**config.mk**
```make
export PLATFORM = sky130hd
export DESIGN_NAME = spi_slave_phy
export DESIGN_NICKNAME = d
export VERILOG_FILES = /design/src/rtl/spi_slave_phy.sv
export SDC_FILE = /design/constraint.sdc
export NUM_CORES = 1
export LEC_CHECK = 0
export BUFFER_PORTS_ARGS = -buffer_cell sky130_fd_sc_hd__buf_2
export CORE_UTILIZATION = 61
export DETAILED_ROUTE_END_ITERATION = 8
export GPL_ROUTABILITY_DRIVEN = 1
export PLACE_DENSITY = 0.85
export SLEW_MARGIN = 20
export SYNTH_ARGS = -nofsm -noshare
export SYNTH_HDL_FRONTEND = slang
export SYNTH_SLANG_ARGS = --single-unit
```
**constraint.sdc**
```tcl
create_clock -name clk -period 3.25 [get_ports clk]
set_input_delay 0 -clock clk [delete_from_list [all_inputs] [get_ports clk]]
set_output_delay 0 -clock clk [all_outputs]
set_load 0.03 [all_outputs]
```
**src/rtl/spi_slave_phy.sv**
```systemverilog
// rtl/spi_slave_phy.sv - SPI mode-0 slave front end: pin sync, MOSI deserializer, MISO serializer
module spi_slave_phy #(
    parameter int         SYNC_STAGES = 2,
    parameter logic [7:0] IDLE_TX     = 8'hFF
) (
    input  logic       clk,
    input  logic       reset_n,
    input  logic       spi_clk_pin,
    input  logic       spi_cs_pin,
    input  logic       spi_mosi_pin,
    output logic       spi_miso_pin,
    output logic       spi_miso_oe,
    output logic       spi_cs,
    output logic [7:0] spi_rx_data,
    output logic [2:0] spi_rx_bit,
    output logic       spi_rx_bit_strobe,
    output logic       spi_rx_strobe,
    output logic       spi_rx_cmd,
    input  logic       spi_tx_strobe,
    input  logic [7:0] spi_tx_data,
    input  logic       spi_output_enable,
    output logic [7:0] frame_errors,
    output logic [7:0] tx_underruns
);

    typedef enum logic {S_IDLE, S_ACTIVE} state_t;

    logic [SYNC_STAGES-1:0] r_sclk_sync;
    logic [SYNC_STAGES-1:0] r_cs_sync;
    logic [SYNC_STAGES-1:0] r_mosi_sync;
    logic                   r_sclk_d;

    state_t     r_state;
    logic       r_armed;
    logic [2:0] r_bit_cnt;
    logic       r_first_byte;
    logic       r_tx_valid;
    logic [7:0] r_tx_buf;
    logic [7:0] r_tx_sr;
    logic       r_tx_fresh;
    logic       r_slot_underrun;
    logic [7:0] r_rx_sr;
    logic [2:0] r_rx_bit;
    logic       r_rx_bit_strobe;
    logic       r_rx_strobe;
    logic       r_rx_cmd;
    logic       r_spi_cs;
    logic       r_oe;
    logic [7:0] r_frame_errors;
    logic [7:0] r_tx_underruns;

    logic w_sclk;
    logic w_cs_n;
    logic w_mosi;
    logic w_rise;
    logic w_fall;

    // CS chain resets low so a pin held low across reset cannot arm the block.
    always_ff @(posedge clk or negedge reset_n) begin
        if (!reset_n) begin
            r_sclk_sync <= '0;
            r_cs_sync   <= '0;
            r_mosi_sync <= '0;
            r_sclk_d    <= 1'b0;
        end else begin
            r_sclk_sync <= {r_sclk_sync[SYNC_STAGES-2:0], spi_clk_pin};
            r_cs_sync   <= {r_cs_sync[SYNC_STAGES-2:0], spi_cs_pin};
            r_mosi_sync <= {r_mosi_sync[SYNC_STAGES-2:0], spi_mosi_pin};
            r_sclk_d    <= r_sclk_sync[SYNC_STAGES-1];
        end
    end

    assign w_sclk = r_sclk_sync[SYNC_STAGES-1];
    assign w_cs_n = r_cs_sync[SYNC_STAGES-1];
    assign w_mosi = r_mosi_sync[SYNC_STAGES-1];
    assign w_rise = w_sclk & ~r_sclk_d;
    assign w_fall = ~w_sclk & r_sclk_d;

    always_ff @(posedge clk or negedge reset_n) begin
        if (!reset_n) begin
            r_state         <= S_IDLE;
            r_armed         <= 1'b0;
            r_bit_cnt       <= 3'd0;
            r_first_byte    <= 1'b1;
            r_tx_valid      <= 1'b0;
            r_tx_buf        <= 8'h00;
            r_tx_sr         <= 8'hFF;
            r_tx_fresh      <= 1'b0;
            r_slot_underrun <= 1'b0;
            r_rx_sr         <= 8'h00;
            r_rx_bit        <= 3'd0;
            r_rx_bit_strobe <= 1'b0;
            r_rx_strobe     <= 1'b0;
            r_rx_cmd        <= 1'b0;
            r_spi_cs        <= 1'b1;
            r_oe            <= 1'b0;
            r_frame_errors  <= 8'd0;
            r_tx_underruns  <= 8'd0;
        end else begin
            r_rx_bit_strobe <= 1'b0;
            r_rx_strobe     <= 1'b0;
            r_rx_cmd        <= 1'b0;
            r_oe            <= (r_state == S_ACTIVE) && spi_output_enable;
            if (w_cs_n) begin
                r_armed <= 1'b1;
            end

            case (r_state)
                S_IDLE: begin
                    r_spi_cs        <= 1'b1;
                    r_bit_cnt       <= 3'd0;
                    r_first_byte    <= 1'b1;
                    r_tx_fresh      <= 1'b0;
                    r_slot_underrun <= 1'b0;
                    if (spi_tx_strobe) begin
                        r_tx_buf   <= spi_tx_data;
                        r_tx_valid <= 1'b1;
                    end
                    if (!w_cs_n && r_armed) begin
                        r_state    <= S_ACTIVE;
                        r_spi_cs   <= 1'b0;
                        r_tx_fresh <= 1'b1;
                        r_tx_valid <= 1'b0;
                        if (spi_tx_strobe) begin
                            r_tx_sr <= spi_tx_data;
                        end else begin
                            r_tx_sr <= r_tx_valid ? r_tx_buf : IDLE_TX;
                        end
                    end
                end

                S_ACTIVE: begin
                    if (w_cs_n) begin
                        r_state      <= S_IDLE;
                        r_spi_cs     <= 1'b1;
                        r_tx_valid   <= 1'b0;
                        r_tx_fresh   <= 1'b0;
                        r_bit_cnt    <= 3'd0;
                        r_first_byte <= 1'b1;
                        if (r_bit_cnt != 3'd0 && r_frame_errors != 8'hFF) begin
                            r_frame_errors <= r_frame_errors + 8'd1;
                        end
                    end else begin
                        if (spi_tx_strobe) begin
                            r_tx_buf   <= spi_tx_data;
                            r_tx_valid <= 1'b1;
                        end
                        if (w_rise) begin
                            r_rx_sr         <= {r_rx_sr[6:0], w_mosi};
                            r_rx_bit        <= r_bit_cnt;
                            r_rx_bit_strobe <= 1'b1;
                            r_bit_cnt       <= r_bit_cnt + 3'd1;
                            r_tx_fresh      <= 1'b0;
                            r_slot_underrun <= 1'b0;
                            if (r_bit_cnt == 3'd7) begin
                                r_rx_strobe  <= 1'b1;
                                r_rx_cmd     <= r_first_byte;
                                r_first_byte <= 1'b0;
                            end
                        end else if (w_fall) begin
                            if (r_bit_cnt != 3'd0) begin
                                r_tx_sr <= {r_tx_sr[6:0], 1'b1};
                            end else begin
                                // Byte boundary: a coincident strobe bypasses the buffer.
                                r_tx_fresh      <= 1'b1;
                                r_tx_valid      <= 1'b0;
                                r_slot_underrun <= 1'b0;
                                if (spi_tx_strobe) begin
                                    r_tx_sr <= spi_tx_data;
                                end else if (r_tx_valid) begin
                                    r_tx_sr <= r_tx_buf;
                                end else begin
                                    r_tx_sr <= IDLE_TX;
                                    if (r_tx_underruns != 8'hFF) begin
                                        r_tx_underruns  <= r_tx_underruns + 8'd1;
                                        r_slot_underrun <= 1'b1;
                                    end
                                end
                            end
                        end else if (spi_tx_strobe && r_tx_fresh) begin
                            // Late load: the slot has not shifted yet, so replace it in place.
                            r_tx_sr    <= spi_tx_data;
                            r_tx_valid <= 1'b0;
                            if (r_slot_underrun) begin
                                r_tx_underruns  <= r_tx_underruns - 8'd1;
                                r_slot_underrun <= 1'b0;
                            end
                        end
                    end
                end

                default: r_state <= S_IDLE;
            endcase
        end
    end

    assign spi_miso_pin      = r_tx_sr[7];
    assign spi_miso_oe       = r_oe;
    assign spi_cs            = r_spi_cs;
    assign spi_rx_data       = r_rx_sr;
    assign spi_rx_bit        = r_rx_bit;
    assign spi_rx_bit_strobe = r_rx_bit_strobe;
    assign spi_rx_strobe     = r_rx_strobe;
    assign spi_rx_cmd        = r_rx_cmd;
    assign frame_errors      = r_frame_errors;
    assign tx_underruns      = r_tx_underruns;

endmodule

```
---- Word level (Yosys, flattened, before mapping) ----
Index checks and enable logic that the tools add are counted.
operators by class
  reduce and logical (&&, ||, !) cells .... 15
  $add $sub $neg .......................... 4
  bitwise gates (word level) .............. 7
  eq/ne operators ......................... 18
  mux-type cells .......................... 65
operator list
  kind                                                                count
  8-bit 2-to-1 mux                                                    17
  1-bit 2-to-1 mux                                                    37
  8-bit case mux with 2 select lines                                  2
  8-bit by 1-bit adder with 8-bit output, second input constant       2
  8-bit != test, second input constant                                2
  2-bit != test, second input constant                                7
  1-bit case mux with 2 select lines                                  6
  3-bit AND reduction                                                 3
  9-bit AND reduction                                                 1
  4-bit != test, second input constant                                2
  8-bit by 1-bit subtractor with 8-bit output, second input constant  1
  3-bit 2-to-1 mux                                                    2
  3-bit by 2-bit != test with 1-bit output, second input constant     2
  3-bit case mux with 2 select lines                                  1
  1-bit inverter                                                      5
  1-bit logical AND                                                   4
  4-bit by 1-bit != test with 1-bit output, second input constant     1
  4-bit by 2-bit != test with 1-bit output, second input constant     1
  2-bit AND reduction                                                 2
  4-bit AND reduction                                                 1
  2-bit nonzero test                                                  2
  3-bit by 1-bit adder with 3-bit output, second input constant       1
  3-bit equality test, second input constant                          1
  3-bit by 1-bit != test with 1-bit output, second input constant     1
  other kinds (4)                                                     5
storage, ports and cells
  input port bits ......................... 15
  bits in registers ....................... 64
  word-level logic and storage cells ...... 131

---- Logic depth before layout (Yosys ltp) ----
  depth after elaboration ................. 9
  gate-level depth with buffers ........... 10
  mapped depth without buffers ............ 9

---- Least setup slack after synthesis ----
OpenSTA, ideal clock, no wires.
  kind .................................... flip-flop to flip-flop
  start ................................... register r_sclk_sync[1]
  end ..................................... register r_tx_underruns[7], in the netlist tx_underruns[7]
  path buffers ............................ 1
  cell stages (with the launch flop) ...... 11
  clock period less this slack ............ 2.171 ns
  arrival ................................. 2.037 ns
  required time ........................... 3.117 ns
  library setup time ...................... 0.133 ns
  slack ................................... 1.079 ns
  path through ............................ dfrtp_1 > inv_1 > ha_1 > buf_2 > inv_1 > ha_1 > a21oi_1 > a21boi_0 > a311oi_1 > mux2i_1 > xnor2_1
between the ends
  word-level cells in the longest chain between the ends .. 4
  elaborated cells between the ends (all ways) .. 12
  those cells by class .................... 4 x eq/ne; 1 x mux; 4 x bitwise; 3 x reduce/logical
ends and longest elaborated chain
  item                                                                               line  text
  start, declared                                                                    28    logic [SYNC_STAGES-1:0] r_sclk_sync;
  start signal, assigned                                                             66    r_sclk_sync <= {r_sclk_sync[SYNC_STAGES-2:0], spi_clk_pin};
  1-bit inverter                                                                     77    assign w_fall = ~w_sclk & r_sclk_d;
  1-bit bitwise AND                                                                  77
  2-bit by 1-bit != test with 1-bit output (no source line) (tied with other cells)  --
  9-bit AND reduction (no source line)                                               --
  end signal, assigned                                                               175   r_tx_underruns <= r_tx_underruns + 8'd1;
  end signal, assigned                                                               185   r_tx_underruns <= r_tx_underruns - 8'd1;
  end, declared                                                                      50    logic [7:0] r_tx_underruns;
Parallel ways exist; a longest one is shown, timed or not.
A chain may end at the register's enable or synchronous reset.

---- Worst setup path in the final report ----
Ends and elaborated chain as after synthesis.

==> tab_implementation.tex <==
\begin{tabular}{lr}
\hline
Metric & Value \\
\hline
\multicolumn{2}{l}{\textbf{CTS}} \\
Buffer cell driving the clock tree root & clkbuf\_8 \\
Insertion delay to the later sink of the worst-skew pair & 340 ps \\
Number of CTS-inserted buffers & 9 \\
CTS tree & done \\
Gates resized, CTS repair & 0 \\
Buffer levels on the longest clock path & 2 \\
H-tree depth & 3 \\
Number of sinks on the clock net & 64 \\
CTS clock-pin slew for the worst setup and hold paths & 60 ps \\
\multicolumn{2}{l}{\textbf{Detailed routing}} \\
Antenna violation net count after detailed routing & 0 \\
DRC violations left & 0 \\
Routed via count & 2424 \\
Via/cell ratio & 5.572 \\
WL final & 5.785 mm \\
Drt wl/cell & 13.30 µm \\
Number of detailed-route iterations in the first pass & 4 \\
Initial detailed-routing violation count & 227 \\
\multicolumn{2}{l}{\textbf{Synth}} \\
Synth Flop Type & dfrtp\_1 \\
Sequential fraction of the synthesis area & 0.5259 \\
Yosys reg bits & 64 \\
Number of warnings reported in the yosys synthesis log & 0 \\
EDFF count, synth & 0 \\
Ys async rst share & 1.000 \\
Cell area after technology mapping & 0.003069 mm² \\
Per-instance average area after synthesis & 10.10 µm² \\
Number of unique standard cell types used by synthesis & 44 \\
Post-Synthesis Net Count & 331 \\
Number of instances in the synthesized netlist & 304 \\
\multicolumn{2}{l}{\textbf{Setup path}} \\
Slowest cell on crit path & dfrtp\_1 \\
WS Path Type & reg2reg \\
Critical Path RT & 3510 ps \\
Worst reg-to-reg path cell count & 9 \\
Worst Setup Start Kind & register \\
Signal arrival time at the worst endpoint & 2740 ps \\
RR Endpoint & tx\_underruns[7] \\
Max incr delay on CP & 390 ps \\
Worst setup EP type & register \\
Maximum fanout along the worst path & 11 \\
Critical path, cell by cell & inv\_1, ha\_1, inv\_1, ha\_1, a21oi\_1, a21boi\_0, a311oi\_1, mux2i\_1, xnor2\_1 \\
Crit. Startpoint & r\_sclk\_sync[1] \\
Flop2flop setup slack & 770 ps \\
Beginning of the worst register-to-register path & r\_sclk\_sync[1] \\
\multicolumn{2}{l}{\textbf{Global route}} \\
Global-route total usage across every layer & 0.2445 \\
Global-route wire length before repair & 9.715 mm \\
Pin count of the biggest net entering global routing & 43 \\
Sum of overflow across all layers after global routing & 0 \\
Antenna violations before repair & 0 \\
Number of global-route vias before repair & 2212 \\
\multicolumn{2}{l}{\textbf{STA}} \\
Time the worst path needs with I/O delays and setup & 2482 ps \\
Final count of negative-setup-slack endpoints & 0 \\
Final hold violations & 0 \\
Transition time of the tightest slew-check pin & 679.5 ps \\
Hold slack & 118.3 ps \\
Unrepaired setup endpoints after global routing & false \\
TNS Setup & 0 ps \\
Worst clock skew on the final layout & 7.167 ps \\
Final Max Tran Viols & 0 \\
Final critical-path share of the clock period & 0.7638 \\
Slew HR & 0.5422 \\
Achievable Freq & 402.8 MHz \\
\multicolumn{2}{l}{\textbf{Finish}} \\
Layout Cell Area excl Fill & 0.003633 mm² \\
Number of inserted diodes & 0 \\
Area delta synth->final & 18.39\% \\
Fill cell total of the finished layout & 334 \\
Post-layout nets & 390 \\
Fin cells & 435 \\
Total area of sequential cells & 0.001614 mm² \\
Proportion of layout cells with a drive suffix above 1 & 0.2228 \\
Area used by multi-input combinational logic & 0.001330 mm² \\
\multicolumn{2}{l}{\textbf{Place}} \\
Detailed placement HPWL & 3.873 mm \\
Cell count after placement & 406 \\
Post-Place Cell Area & 0.003346 mm² \\
Routability-driven placement congestion ratio & 0.8138 \\
I/O Buffers & 47 \\
\multicolumn{2}{l}{\textbf{Floorplanning}} \\
Die Span Y & 72.93 µm \\
CORE AREA & 0.004786 mm² \\
Die span in x & 72.93 µm \\
Number of top-level pins & 48 \\
Initial Util & 0.6413 \\
Die area & 0.005319 mm² \\
Placement Rows & 25 \\
\multicolumn{2}{l}{\textbf{Run}} \\
Max Cap Viol & 0 \\
\multicolumn{2}{l}{\textbf{Pwr}} \\
Leakage & 1.774 nW \\
Overall power consumption & 0.002246 W \\
Power density normalized to cell area & 618.2 mW/mm² \\
Worst supply voltage drop on vdd & 430.5 µV \\
\multicolumn{2}{l}{\textbf{Hold path}} \\
Endpoint of the worst hold path & r\_tx\_valid \\
Type of the most critical hold path & in2reg \\
Hold Path Depth & 3 \\
Worst min-delay path startpoint & spi\_tx\_strobe \\
\multicolumn{2}{l}{\textbf{Outcome}} \\
Run status & finished, final reports clean \\
\hline
\end{tabular}
timing repair:
| action | in CTS | in global routing |
|---|---|---|
| hold buffers | 13 | 0 |
| buffers inserted | 0 | 0 |
| endpoints found under the setup margin | 0 | 0 |
| hold endpoints to repair | 35 | 0 |
layout make-up:
| type | instances | area share |
|---|---|---|
| Inverter | 18 | 0.01860 |
| Clock buffer | 12 | 0.03719 |
| Tap cell | 67 | 0.02307 |
| Sequential cell | 64 | 0.4442 |
| Timing Repair Buffer | 62 | 0.1047 |
| Multi-Input combinational cell | 208 | 0.3660 |
| Clock inverter | 4 | 0.006198 |
critical path, delay by kind of cell, from the launching register on:
| family | cells | cell delay [ps] |
|---|---|---|
| flops | 1 | 390 |
| xor+xnor | 1 | 140 |
| buf+inv | 2 | 290 |
| compound gates | 3 | 590 |
| mux | 1 | 260 |
| fa+ha+maj | 2 | 730 |
sequential cells by signal (all words and copies together) (netlist names), 2 cells and up:
signal / count
spi_rx_bit: 3
r_mosi_sync: 2
r_cs_sync: 2
r_bit_cnt: 3
tx_underruns: 8
r_tx_sr: 8
frame_errors: 8
spi_rx_data: 8
r_tx_buf: 8
r_sclk_sync: 2
per-layer routing:
layer / part of all wire / GRT usage
met5: 0 / 0
met4: 0.016 / 0.1198
met3: 0.055 / 0.05939
met2: 0.47 / 0.3821
met1: 0.46 / 0.3216
synthesized netlist by cell type (2+ instances only):
cell type | instances | area share
or2_2 | 2 | 0.0041
and2_1 | 4 | 0.0082
a21boi_0 | 3 | 0.0073
buf_2 | 4 | 0.0065
nand2_1 | 51 | 0.062
ha_1 | 12 | 0.049
mux2i_1 | 3 | 0.0098
dfrtp_1 | 54 | 0.44
inv_1 | 17 | 0.021
mux2_2 | 3 | 0.011
nand2b_1 | 9 | 0.018
a221oi_1 | 7 | 0.020
nand3_1 | 3 | 0.0049
mux2_1 | 3 | 0.011
and3_1 | 7 | 0.014
o21ai_0 | 13 | 0.021
nand3b_1 | 2 | 0.0049
nor2_1 | 16 | 0.020
nor2b_1 | 2 | 0.0041
a21o_1 | 5 | 0.012
xor2_1 | 2 | 0.0057
a31oi_1 | 3 | 0.0061
xnor2_1 | 13 | 0.037
dfstp_2 | 10 | 0.086
o21bai_1 | 3 | 0.0073
o31ai_1 | 2 | 0.0049
nand4_1 | 5 | 0.010
a21oi_1 | 20 | 0.033
a2111oi_0 | 2 | 0.0057
clkbuf_1 | 10 | 0.012
power by group:
group,switching [W],internal [W],total [W]
combinational,0.000393,0.000262,0.000655
sequential,0.000109,0.000920,0.00103
clock,0.000289,0.000273,0.000562
placed cells by master (no fill, tap or decap), types with 2 or more instances in the layout:
cell and instances:
a221oi_1 7, nor2_1 16, buf_2 47, clkbuf_8 9
ha_1 12, o21bai_1 3, inv_1 17, xnor2_1 13
nand3b_1 2, nand3_1 3, a21oi_1 20, mux2_2 3
clkbuf_1 3, nand2_1 51, o31ai_1 2, o21ai_0 13
a21o_1 5, dfrtp_1 54, buf_4 2, a2111oi_0 2
a31oi_1 3, dfstp_2 10, clkinv_2 3, mux2_1 3
a21boi_0 3, xor2_1 2, mux2i_1 3, nand4_1 5
or2_2 2, and2_1 4, dlygate4sd3_1 13, nor2b_1 2
and3_1 7, nand2b_1 9
how the worst max path moves through the flow:
stage / end / slack, ps
4_1_cts: tx_underruns[7] / 750
3_5_place_dp: tx_underruns[7] / 800
3_3_place_gp: tx_underruns[7] / 890
6_report: tx_underruns[7] / 770
5_1_grt: tx_underruns[7] / 510
2_1_floorplan: tx_underruns[7] / 1080
stage by stage:
stage / setup WS, ps / utilization
floorplan: 1079 / -
global placement: 891.9 / 0.6991
detailed placement: 798.5 / 0.6991
CTS: 752.3 / 0.7592
global route: 509.9 / 0.7592
finish: 767.5 / 0.7592
cells by family (layout without fill, tap and decap cells):
logic type / Yosys count / count (layout) / share of synthesized area
buffers and inverters: 32 / 96 / 0.04077
XOR/XNOR: 15 / 15 / 0.04281
AO/OA/AOI/OAI: 66 / 66 / 0.1455
multiplexers: 9 / 9 / 0.03180
adder cells (fa/ha/maj): 12 / 12 / 0.04892
flip-flops: 64 / 64 / 0.5259
AND/OR/NAND/NOR: 106 / 106 / 0.1643
No activity file was read; power rests on OpenSTA's default activity.
